[config.mk]
export PLATFORM = sky130hd
export DESIGN_NAME = max_stream_sched
export DESIGN_NICKNAME = d
export VERILOG_FILES = /design/src/rtl/max_sched_pkg.sv /design/src/rtl/max_cmp.sv /design/src/rtl/max_stream_sched.sv
export SDC_FILE = /design/constraint.sdc
export NUM_CORES = 1
export LEC_CHECK = 0
export ABC_AREA = 1
export CORE_ASPECT_RATIO = 1.75
export CORE_MARGIN = 5
export CORE_UTILIZATION = 46
export DETAILED_ROUTE_END_ITERATION = 10
export MAX_ROUTING_LAYER = met4
export PLACE_DENSITY_LB_ADDON = 0.05
export SLEW_MARGIN = 20
export SYNTH_ARGS = -nofsm -noshare
export SYNTH_HDL_FRONTEND = slang
export SYNTH_SLANG_ARGS = --single-unit
[constraint.sdc]
create_clock -name clk -period 1.73 [get_ports clk]
set_input_delay 0.346 -clock clk [delete_from_list [all_inputs] [get_ports clk]]
set_output_delay 0.346 -clock clk [all_outputs]
set_load 0.03 [all_outputs]
[src/rtl/max_sched_pkg.sv]
// ============================================================================
// Module : max_sched_pkg
// Brief  : Shared state encoding and default sizes for the max stream scheduler.
// Rev    : 1.0  initial release
// ============================================================================
`default_nettype none

package max_sched_pkg;

    localparam int c_W_DEF       = 8;
    localparam int c_MAX_LEN_DEF = 16;
    localparam int c_IDXW_DEF    = 4;

    typedef enum logic [1:0] {
        IDLE = 2'd0,
        ACC  = 2'd1,
        DONE = 2'd2
    } state_t;

endpackage

`default_nettype wire

[src/rtl/max_cmp.sv]
// ============================================================================
// Module : max_cmp
// Brief  : Strict greater-than comparator, the only comparator of the scheduler.
// Rev    : 1.0  initial release
// ============================================================================
`default_nettype none

module max_cmp #(
    parameter int W      = 8,
    parameter bit SIGNED = 1'b0
) (
    input  logic [W-1:0] a,
    input  logic [W-1:0] b,
    output logic         gt
);

    generate
        if (SIGNED) begin : g_signed
            assign gt = $signed(a) > $signed(b);
        end else begin : g_unsigned
            assign gt = a > b;
        end
    endgenerate

endmodule

`default_nettype wire

[src/rtl/max_stream_sched.sv]
// ============================================================================
// Module : max_stream_sched
// Brief  : Reuses one comparator per beat to find a frame's max, index and length.
// Rev    : 1.0  initial release
// ============================================================================
`default_nettype none

module max_stream_sched
    import max_sched_pkg::*;
#(
    parameter int W       = c_W_DEF,
    parameter int MAX_LEN = c_MAX_LEN_DEF,
    parameter int IDXW    = c_IDXW_DEF,
    parameter bit SIGNED  = 1'b0
) (
    input  logic            clk,
    input  logic            rst,
    input  logic            in_valid,
    output logic            in_ready,
    input  logic [W-1:0]    in_data,
    input  logic            in_last,
    output logic            out_valid,
    input  logic            out_ready,
    output logic [W-1:0]    out_max,
    output logic [IDXW-1:0] out_idx,
    output logic [IDXW:0]   out_len,
    output logic            out_ovf
);

    localparam logic [IDXW:0] c_LEN_LIMIT = MAX_LEN[IDXW:0];
    localparam logic [IDXW:0] c_LEN_ONE   = {{IDXW{1'b0}}, 1'b1};

    state_t          r_state_q, w_state_d;
    logic [W-1:0]    r_max_q,   w_max_d;
    logic [IDXW-1:0] r_idx_q,   w_idx_d;
    logic [IDXW:0]   r_len_q,   w_len_d;
    logic            r_ovf_q,   w_ovf_d;
    logic            w_accept;
    logic            w_gt;

    max_cmp #(
        .W      (W),
        .SIGNED (SIGNED)
    ) u_cmp (
        .a  (in_data),
        .b  (r_max_q),
        .gt (w_gt)
    );

    assign in_ready  = (r_state_q != DONE);
    assign out_valid = (r_state_q == DONE);
    assign w_accept  = in_valid & in_ready;

    always_comb begin
        w_state_d = r_state_q;
        w_max_d   = r_max_q;
        w_idx_d   = r_idx_q;
        w_len_d   = r_len_q;
        w_ovf_d   = r_ovf_q;
        case (r_state_q)
            IDLE: begin
                if (w_accept) begin
                    w_max_d   = in_data;
                    w_idx_d   = '0;
                    w_len_d   = c_LEN_ONE;
                    w_ovf_d   = 1'b0;
                    w_state_d = in_last ? DONE : ACC;
                end
            end
            ACC: begin
                if (w_accept) begin
                    // Beats past MAX_LEN only flag overflow; strict > keeps the earliest tie.
                    if (r_len_q < c_LEN_LIMIT) begin
                        if (w_gt) begin
                            w_max_d = in_data;
                            w_idx_d = r_len_q[IDXW-1:0];
                        end
                        w_len_d = r_len_q + c_LEN_ONE;
                    end else begin
                        w_ovf_d = 1'b1;
                    end
                    if (in_last) begin
                        w_state_d = DONE;
                    end
                end
            end
            DONE: begin
                if (out_ready) begin
                    w_state_d = IDLE;
                end
            end
            default: w_state_d = IDLE;
        endcase
    end

    always_ff @(posedge clk) begin
        if (rst) begin
            r_state_q <= IDLE;
            r_max_q   <= '0;
            r_idx_q   <= '0;
            r_len_q   <= '0;
            r_ovf_q   <= 1'b0;
        end else begin
            r_state_q <= w_state_d;
            r_max_q   <= w_max_d;
            r_idx_q   <= w_idx_d;
            r_len_q   <= w_len_d;
            r_ovf_q   <= w_ovf_d;
        end
    end

    assign out_max = r_max_q;
    assign out_idx = r_idx_q;
    assign out_len = r_len_q;
    assign out_ovf = r_ovf_q;

endmodule

`default_nettype wire

== After elaboration in Yosys (flattened, before gate mapping) ==
Index checks and enable logic that the tools add are counted.

* Word-level logic and storage cells: 49
* Output and inout port bits: 20
* Input port bits: 13
* Register bits: 20

* Multiplexer cells: 24
* Reduce and logical (&&, ||, !) cells: 6
* Add/subtract/negate cells: 1
* $lt $le $gt $ge: 2
* Bitwise gates (word level): 1
* Eq/ne operators: 10

{| class="wikitable"
|+ Operators by type and width
! cell !! count
|-
| 2-to-1 mux 8 bit || 4
|-
| 2-to-1 mux 4 bit || 4
|-
| case mux 8 bit (2 select lines) || 1
|-
| 2-to-1 mux 5 bit || 3
|-
| != test 2 bit (second input constant) || 6
|-
| AND reduction 4 bit || 3
|-
| 2-to-1 mux 2 bit || 5
|-
| case mux 5 bit (2 select lines) || 1
|-
| > comparator 8 bit || 1
|-
| case mux 4 bit (2 select lines) || 1
|-
| case mux 2 bit (3 select lines) || 1
|-
| adder 5 x 1 -> 5 bit (second input constant) || 1
|-
| < comparator 5 bit (second input constant) || 1
|-
| AND reduction 5 bit || 1
|-
| != test 2 x 1 -> 1 bit (second input constant) || 2
|-
| 2-to-1 mux 1 bit || 3
|-
| == test 2 x 1 -> 1 bit (second input constant) || 1
|-
| == test 2 bit (second input constant) || 1
|-
| logical NOT 2 bit || 1
|-
| case mux 1 bit (2 select lines) || 1
|-
| nonzero test 2 bit || 1
|-
| AND 1 bit || 1
|}

== Longest topological paths before layout ==
Gate-level depths: netlist of run 1.

* Word-level depth: 5
* Mapped depth: 14

== Hierarchy ==
Synthesis of run 1 repeated with hierarchy kept, for this count alone.

* Cell total of the unflattened synthesis: 185
* Area, all modules: 1172.4 µm²

{| class="wikitable"
|+ By module, submodules not included
! module !! cells each !! area an instance (µm²) !! instances
|-
| max_stream_sched || 149 || 954.7 || 1
|-
| max_cmp || 36 || 217.7 || 1
|}

== Worst setup path before layout of run 1 ==
Ideal clock, no wire load.

* Path type: reg-to-reg
* Start point: register r_max_q[7], in the netlist out_max[7]
* End point: register r_max_q[2], in the netlist out_max[2]
* Stages on the path, launching flop included: 11
* Buffers on the path: 1
* Data arrival time: 1.682 ns
* Slack: -0.067 ns
* Cells stage by stage: dfxtp_1 > inv_1 > ha_1 > nand2_1 > nor2_1 > nand2_1 > nand2_2 > nand2_2 > buf_6 > a21oi_1 > nor2_1

* Word-level cells in the longest chain between the ends: 3

{| class="wikitable"
|+ RTL lines
! what !! line !! source
|-
| start: declaration || max_stream_sched.sv:34 || <nowiki>logic [W-1:0] r_max_q, w_max_d;</nowiki>
|-
| start signal: assignment || max_stream_sched.sv:105 || <nowiki>r_max_q <= w_max_d;</nowiki>
|-
| > comparator 8 bit || max_cmp.sv:21 || <nowiki>assign gt = a > b;</nowiki>
|-
| != test 2 x 1 -> 1 bit (no source line) || - ||
|-
| AND reduction 5 bit (no source line) || - ||
|}

Every way passes these cells.
A chain may end at the register's enable or synchronous reset.

== Final worst setup path of run 1 ==
* Start point: register r_len_q[3], in the netlist out_len[3]
* End point: output out_len[3]

{| class="wikitable"
|+ RTL lines
! what !! line !! source
|-
| start: declaration || max_stream_sched.sv:36 || <nowiki>logic [IDXW:0] r_len_q, w_len_d;</nowiki>
|-
| start signal: assignment || max_stream_sched.sv:107 || <nowiki>r_len_q <= w_len_d;</nowiki>
|-
| end: declaration || max_stream_sched.sv:26 || <nowiki>output logic [IDXW:0] out_len,</nowiki>
|}

No word-level cell between the ends.

==> results of run 1 <==
## flip-flops by register name, summed over array words and instances (netlist names)
name / cells
out_max: 8
out_len: 5
out_ovf: 1
out_idx: 4
r_state_q: 2
## cells in the mapped netlist
library cell and count:
inv_2 2, nand2_2 2, nand3_2 4, buf_2 1
nand4_1 4, inv_1 21, ha_1 9, nor3b_1 1
nor2_1 15, a21oi_4 1, o21ai_2 1, nand3_1 10
nand2_1 23, a31oi_1 1, dfxtp_1 20, nor2_4 1
o21a_1 1, buf_4 1, nor3_1 3, buf_6 3
a21oi_1 18, a21o_1 1, xnor2_1 1, o211ai_1 1
o21ai_0 3
## per-stage QoR
stage	hold WS, ns	util	setup TNS [ns]	cell area [um2]	cells
floorplan	0.415	-	0	1120	148
global placement	0.437	0.671	-4.62	1550	214
detailed placement	0.447	0.671	-5.24	1550	214
CTS	0.458	0.731	-0.00229	1680	221
global route	0.404	0.811	0	1870	222
finish	0.407	0.811	0	1870	222
## where the power goes
group          leakage (nW)  internal, mW  switching [mW]  total, mW
registers             0.165         0.494          0.0225      0.517
clock network        0.0288         0.202           0.153      0.355
logic                 0.646         0.254           0.348      0.602
total                 0.840         0.950           0.523       1.47
## cell usage in the layout (no fill, tap or decap), types with 2 or more instances in the layout
cell,n
inv_1,20
clkdlybuf4s50_1,19
nand2_1,17
dfxtp_1,16
buf_4,13
nor2_1,11
a21oi_1,11
nand3_1,9
dlymetal6s2s_1,9
a21oi_2,6
ha_4,6
nand2_2,5
nand3_2,5
nor2_4,4
nand4_1,4
clkbuf_8,4
dlygate4sd2_1,4
dfxtp_2,4
inv_2,3
nand2_8,3
nor3_1,3
o21ai_0,3
ha_1,3
nand2_4,2
a21oi_4,2
buf_12,2
## worst max-delay path by stage
stage / to / slack (ns)
floorplan: out_max[4] / 0.04
global placement: out_max[2] / -0.42
detailed placement: out_max[2] / -0.48
CTS: out_max[6] / -0.002
global route: out_len[3] / 0.003
finish: out_len[3] / 0.05
## area by class of cell
cell class	count	area, um2	area share
Tap cell	25	31.3	0.0168
Inverter	23	86.3	0.0462
Timing Repair Buffer	48	487	0.261
Multi-Input combinational cell	102	802	0.430
Clock buffer	4	55.1	0.0295
Sequential cell	20	405	0.217
## routing by layer
metal	up-vias	routed length (um)	GRT usage
li1	589	-	-
met2	29	1860	0.354
met1	533	1160	0.187
met4	0	107	0.0615
met3	10	131	0.0311
met5	-	0	-
## cell families after synthesis
kind of cell / count (synthesis) / synth area share
buffers and inverters: 28 / 0.119
xor gates and xnor gates: 1 / 0.00784
DFF: 20 / 0.358
and+or+nand+nor: 63 / 0.272
adders and majority gates: 9 / 0.101
AOI/OAI and AO/OA: 27 / 0.142
## repair_timing
action,in CTS,in global routing
gates resized for setup,14,36
endpoints found under the setup margin,15,13
gates cloned,2,0
setup buffers,1,1
pin swaps,7,16
## tightest hold or removal path, stage by stage
cell,delay (ns)
dlymetal6s2s_1,0.12
a21oi_1,0.05
nor2_1,0.10
==> results.py, run 1 <==
metrics = {
    "logic_synthesis": {
        "ys_top_cells_by_area": "dfxtp_1, ha_1, a21oi_1",
        "ys_warn_count": 0,
        "synth_area_um2": 1120,
        "synth_cells": 148,
        "yosys.area.top_type": "dfxtp_1",
        "ys_ff_latch": 20,
        "syn_nets": 170,
        "synth_top_cell_area_share": 0.358,
        "syn-mean-instance-area_um2": 7.55,
        "ys_seq_area_frac": 0.358,
        "synthDistinctLibCells": 25,
    },
    "route": {
        "wl_um": 3260,
        "drt-initial-drc-count": 12,
        "antenna_left": 0,
        "vias": 1161,
        "drc_errors": 0,
        "wire_per_inst_um": 14.7,
        "drt_pass1_iterations": 4,
        "viasPerCell": 5.23,
    },
    "placed_design": {
        "pre_cts_slack_ns": -0.478,
        "place_hpwl_um": 2100,
        "place.gp.congestion": 0.776,
        "port_buffers": 32,
    },
    "clock_network": {
        "numCtsBuffers": 3,
        "clock_sinks": 20,
        "clkSlewWorstSetupHoldPaths_ns": 0.08,
        "cts_tree": "yes",
        "insertion_delay_ns": 0.25,
        "cts-root-buf": "clkbuf_8",
        "clock_path_buffers": 2,
        "cts_max_level": 1,
        "holdBufCountCts": 0,
    },
    "sta": {
        "finalSetupViolCount": 0,
        "worst_slack_ns": 0.0489,
        "finClkSkew_ns": 0.00478,
        "drv_slew": 0,
        "rsz0062_at_grt": "no",
        "finalHoldViolCount": 0,
        "worst_pin_slew_ns": 0.393,
        "fmaxAchievable_ghz": 0.595,
        "fin_crit_sh": 0.972,
        "slew_headroom": 0.737,
        "min_period_ns": 1.68,
    },
    "critical_path": {
        "cp_data_required_time_ns": 1.38,
        "path_cells": "clkdlybuf4s50_1",
        "crit_arrival_ns": 1.34,
        "critPathTopFamily": "buffers and inverters",
        "critPathLaunch": "out_len[3]",
        "ff2ff_path_depth": 9,
        "r2r_start": "out_max[2]",
        "rrSetupSlack_ns": 0.11,
        "path_depth": 1,
        "max_stage_delay_ns": 0.69,
        "critPathSlowestCell": "clkdlybuf4s50_1",
        "path_class": "flop to output port",
        "start_kind": "flop",
        "critical_path_buf_inv_count": 1,
        "r2r_end": "out_max[5]",
        "critPathMaxFanout": 4,
        "end_kind": "output port",
    },
    "worst_hold_path": {
        "hold_depth": 3,
        "hold_end": "out_max[4]",
        "holdCritStartpoint": "in_data[4]",
        "hold_class": "input port to flop",
    },
    "status": {
        "status": "finished clean",
    },
    "pwr": {
        "p_total_mw": 1.47,
        "p_leak_nw": 0.840,
        "vdd_drop_max_mv": 0.639,
        "cellPowerDensity_nw_per_um2": 789,
    },
    "floorplan": {
        "dieHeight_um": 75.2,
        "die_area_um2": 3550,
        "initial_core_util": 0.485,
        "core_um2": 2300,
        "die_x_um": 47.3,
        "io_pins": 33,
        "rows": 23,
    },
    "layout": {
        "syn_to_final_growth_pct": 67.1,
        "fillCellCount": 153,
        "diodes": 0,
        "drive_gt1_frac": 0.315,
        "nets": 220,
    },
    "global_routing": {
        "grt-ovfl-total": 0,
        "grt_pass1_wl_um": 4890,
        "grt_max_degree": 21,
        "grt_pass1_vias": 1198,
        "antenna_found_initial": 0,
        "grt_usage": 0.190,
    },
    "job": {
        "drv_cap": 0,
    },
}
No activity file was read; power rests on OpenSTA's default activity.
==> run 2, diff against run 1 <==
--- a/config.mk
+++ b/config.mk
@@ -16,3 +16,4 @@
 export SYNTH_ARGS = -nofsm -noshare
 export SYNTH_HDL_FRONTEND = slang
 export SYNTH_SLANG_ARGS = --single-unit
+export TNS_END_PERCENT = 5
==> results.py, run 2 (same netlist as run 1, synthesis figures left out) <==
metrics = {
    "status": {
        "violations": "negative setup slack",
        "status": "finished, violations left",
    },
    "sta": {
        "hold_ws_ns": 0.388,
        "worst_slack_ns": -0.0677,
        "finalHoldViolCount": 0,
        "fmaxAchievable_ghz": 0.556,
        "drv_slew": 0,
        "slew_headroom": 0.739,
        "finalSetupViolCount": 12,
        "finalSetupTns_ns": -0.468,
        "finClkSkew_ns": 0.00667,
        "fin_crit_sh": 1.04,
        "rsz0062_at_grt": "yes",
        "min_period_ns": 1.80,
        "worst_pin_slew_ns": 0.390,
    },
    "layout": {
        "largest_reg_flops": 8,
        "drive_gt1_frac": 0.289,
        "syn_to_final_growth_pct": 63.3,
        "multiInputGateArea_um2": 768,
        "nets": 220,
        "final_cells": 222,
        "fillCellCount": 160,
        "diodes": 0,
        "seq_area_um2": 405,
        "layout_common_cells": "inv_1, clkdlybuf4s50_1, nand2_1",
        "final_cell_area_um2": 1820,
        "final_core_util": 0.792,
    },
    "placed_design": {
        "place_hpwl_um": 2100,
        "place_inst": 214,
        "place.gp.congestion": 0.776,
        "place_area_um2": 1550,
        "pre_cts_slack_ns": -0.478,
        "port_buffers": 32,
    },
    "job": {
        "drv_cap": 0,
    },
    "route": {
        "vias": 1166,
        "wire_per_inst_um": 14.7,
        "drt-initial-drc-count": 25,
        "wl_um": 3260,
        "viasPerCell": 5.25,
        "antenna_left": 0,
        "drc_errors": 0,
        "drt_pass1_iterations": 4,
    },
    "floorplan": {
        "die_area_um2": 3550,
        "core_um2": 2300,
        "io_pins": 33,
        "initial_core_util": 0.485,
        "rows": 23,
        "die_x_um": 47.3,
        "dieHeight_um": 75.2,
    },
    "global_routing": {
        "grt-ovfl-total": 0,
        "grt_usage": 0.169,
        "antenna_found_initial": 0,
        "grt_pass1_vias": 1130,
        "grt_pass1_wl_um": 4460,
        "grt_max_degree": 21,
    },
    "pwr": {
        "cellPowerDensity_nw_per_um2": 795,
        "p_leak_nw": 0.821,
        "vdd_drop_max_mv": 0.614,
        "p_total_mw": 1.45,
    },
    "clock_network": {
        "clkSlewWorstSetupHoldPaths_ns": 0.08,
        "clock_path_buffers": 2,
        "clock_sinks": 20,
        "cts_tree": "yes",
        "numCtsBuffers": 3,
        "cts_max_level": 1,
        "insertion_delay_ns": 0.26,
        "cts-root-buf": "clkbuf_8",
        "holdBufCountCts": 0,
    },
    "critical_path": {
        "crit_arrival_ns": 1.95,
        "critPathSlowestCell": "clkdlybuf4s50_1",
        "end_kind": "flop",
        "ff2ff_path_depth": 12,
        "start_kind": "input port",
        "critPathMaxFanout": 5,
        "max_stage_delay_ns": 0.43,
        "path_cells": "clkdlybuf4s50_1, ha_1, nand2_2, inv_1, nand2_1, nand2_1, nand2_2, nand2_8, nand2_4, nand3_1, nand2_1, nor2_1",
        "path_class": "input port to flop",
        "cp_data_required_time_ns": 1.89,
        "crit_top_cell": "nand2_1",
    },
    "worst_hold_path": {
        "hold_class": "input port to flop",
        "hold_depth": 3,
    },
}
## run 2: cell count changes in the layout (fill, tap and decap cells not counted), moves of 2 or more
cell,previous run,this run
clkdlybuf4s50_1,19,21
nor2_2,1,3
nand2_1,17,19
nor2_4,4,2
## run 2: layer usage
metal  GRT usage  part of all wire  up-vias
met2       0.313              0.58       21
li1            -                 -      587
met1       0.179              0.38      554
met5           -                 0        -
met3      0.0239             0.024        4
met4      0.0369             0.012        0
## run 2: worst paths after layout
| check | startpoint | to | slack, ns |
|---|---|---|---|
| worst min register to register | out_ovf | out_ovf | 0.45 |
| worst min-delay path | in_data[4] | out_max[4] | 0.39 |
| worst max register to register | out_max[3] | out_max[4] | 0.04 |
| worst max-delay path | in_data[2] | out_max[4] | -0.07 |
## run 2: final cells by class
| cell class | count | share of cell area |
|---|---|---|
| Multi-Input combinational cell | 103 | 0.421 |
| Timing Repair Buffer | 47 | 0.262 |
| Sequential cell | 20 | 0.222 |
| Inverter | 23 | 0.0473 |
| Clock buffer | 4 | 0.0302 |
| Tap cell | 25 | 0.0171 |
## run 2: critical path, delay by kind of cell
| kind | cells | cell delay, ns |
|---|---|---|
| AND/OR/NAND/NOR | 9 | 0.79 |
| buffers and inverters | 2 | 0.49 |
| adder cells (fa/ha/maj) | 1 | 0.33 |
## run 2: repair_timing
| item | 4_1_cts | 5_1_grt |
|---|---|---|
| pin swaps | 1 | 16 |
| cloned | 0 | 3 |
| setup buffers | 0 | 1 |
| setup endpoints to repair | 15 | 13 |
| resized for setup | 7 | 32 |
## run 2: where the power goes
part / switching [mW] / internal [mW] / total (mW)
clock network: 0.153 / 0.202 / 0.356
logic: 0.336 / 0.241 / 0.577
registers: 0.0232 / 0.494 / 0.517
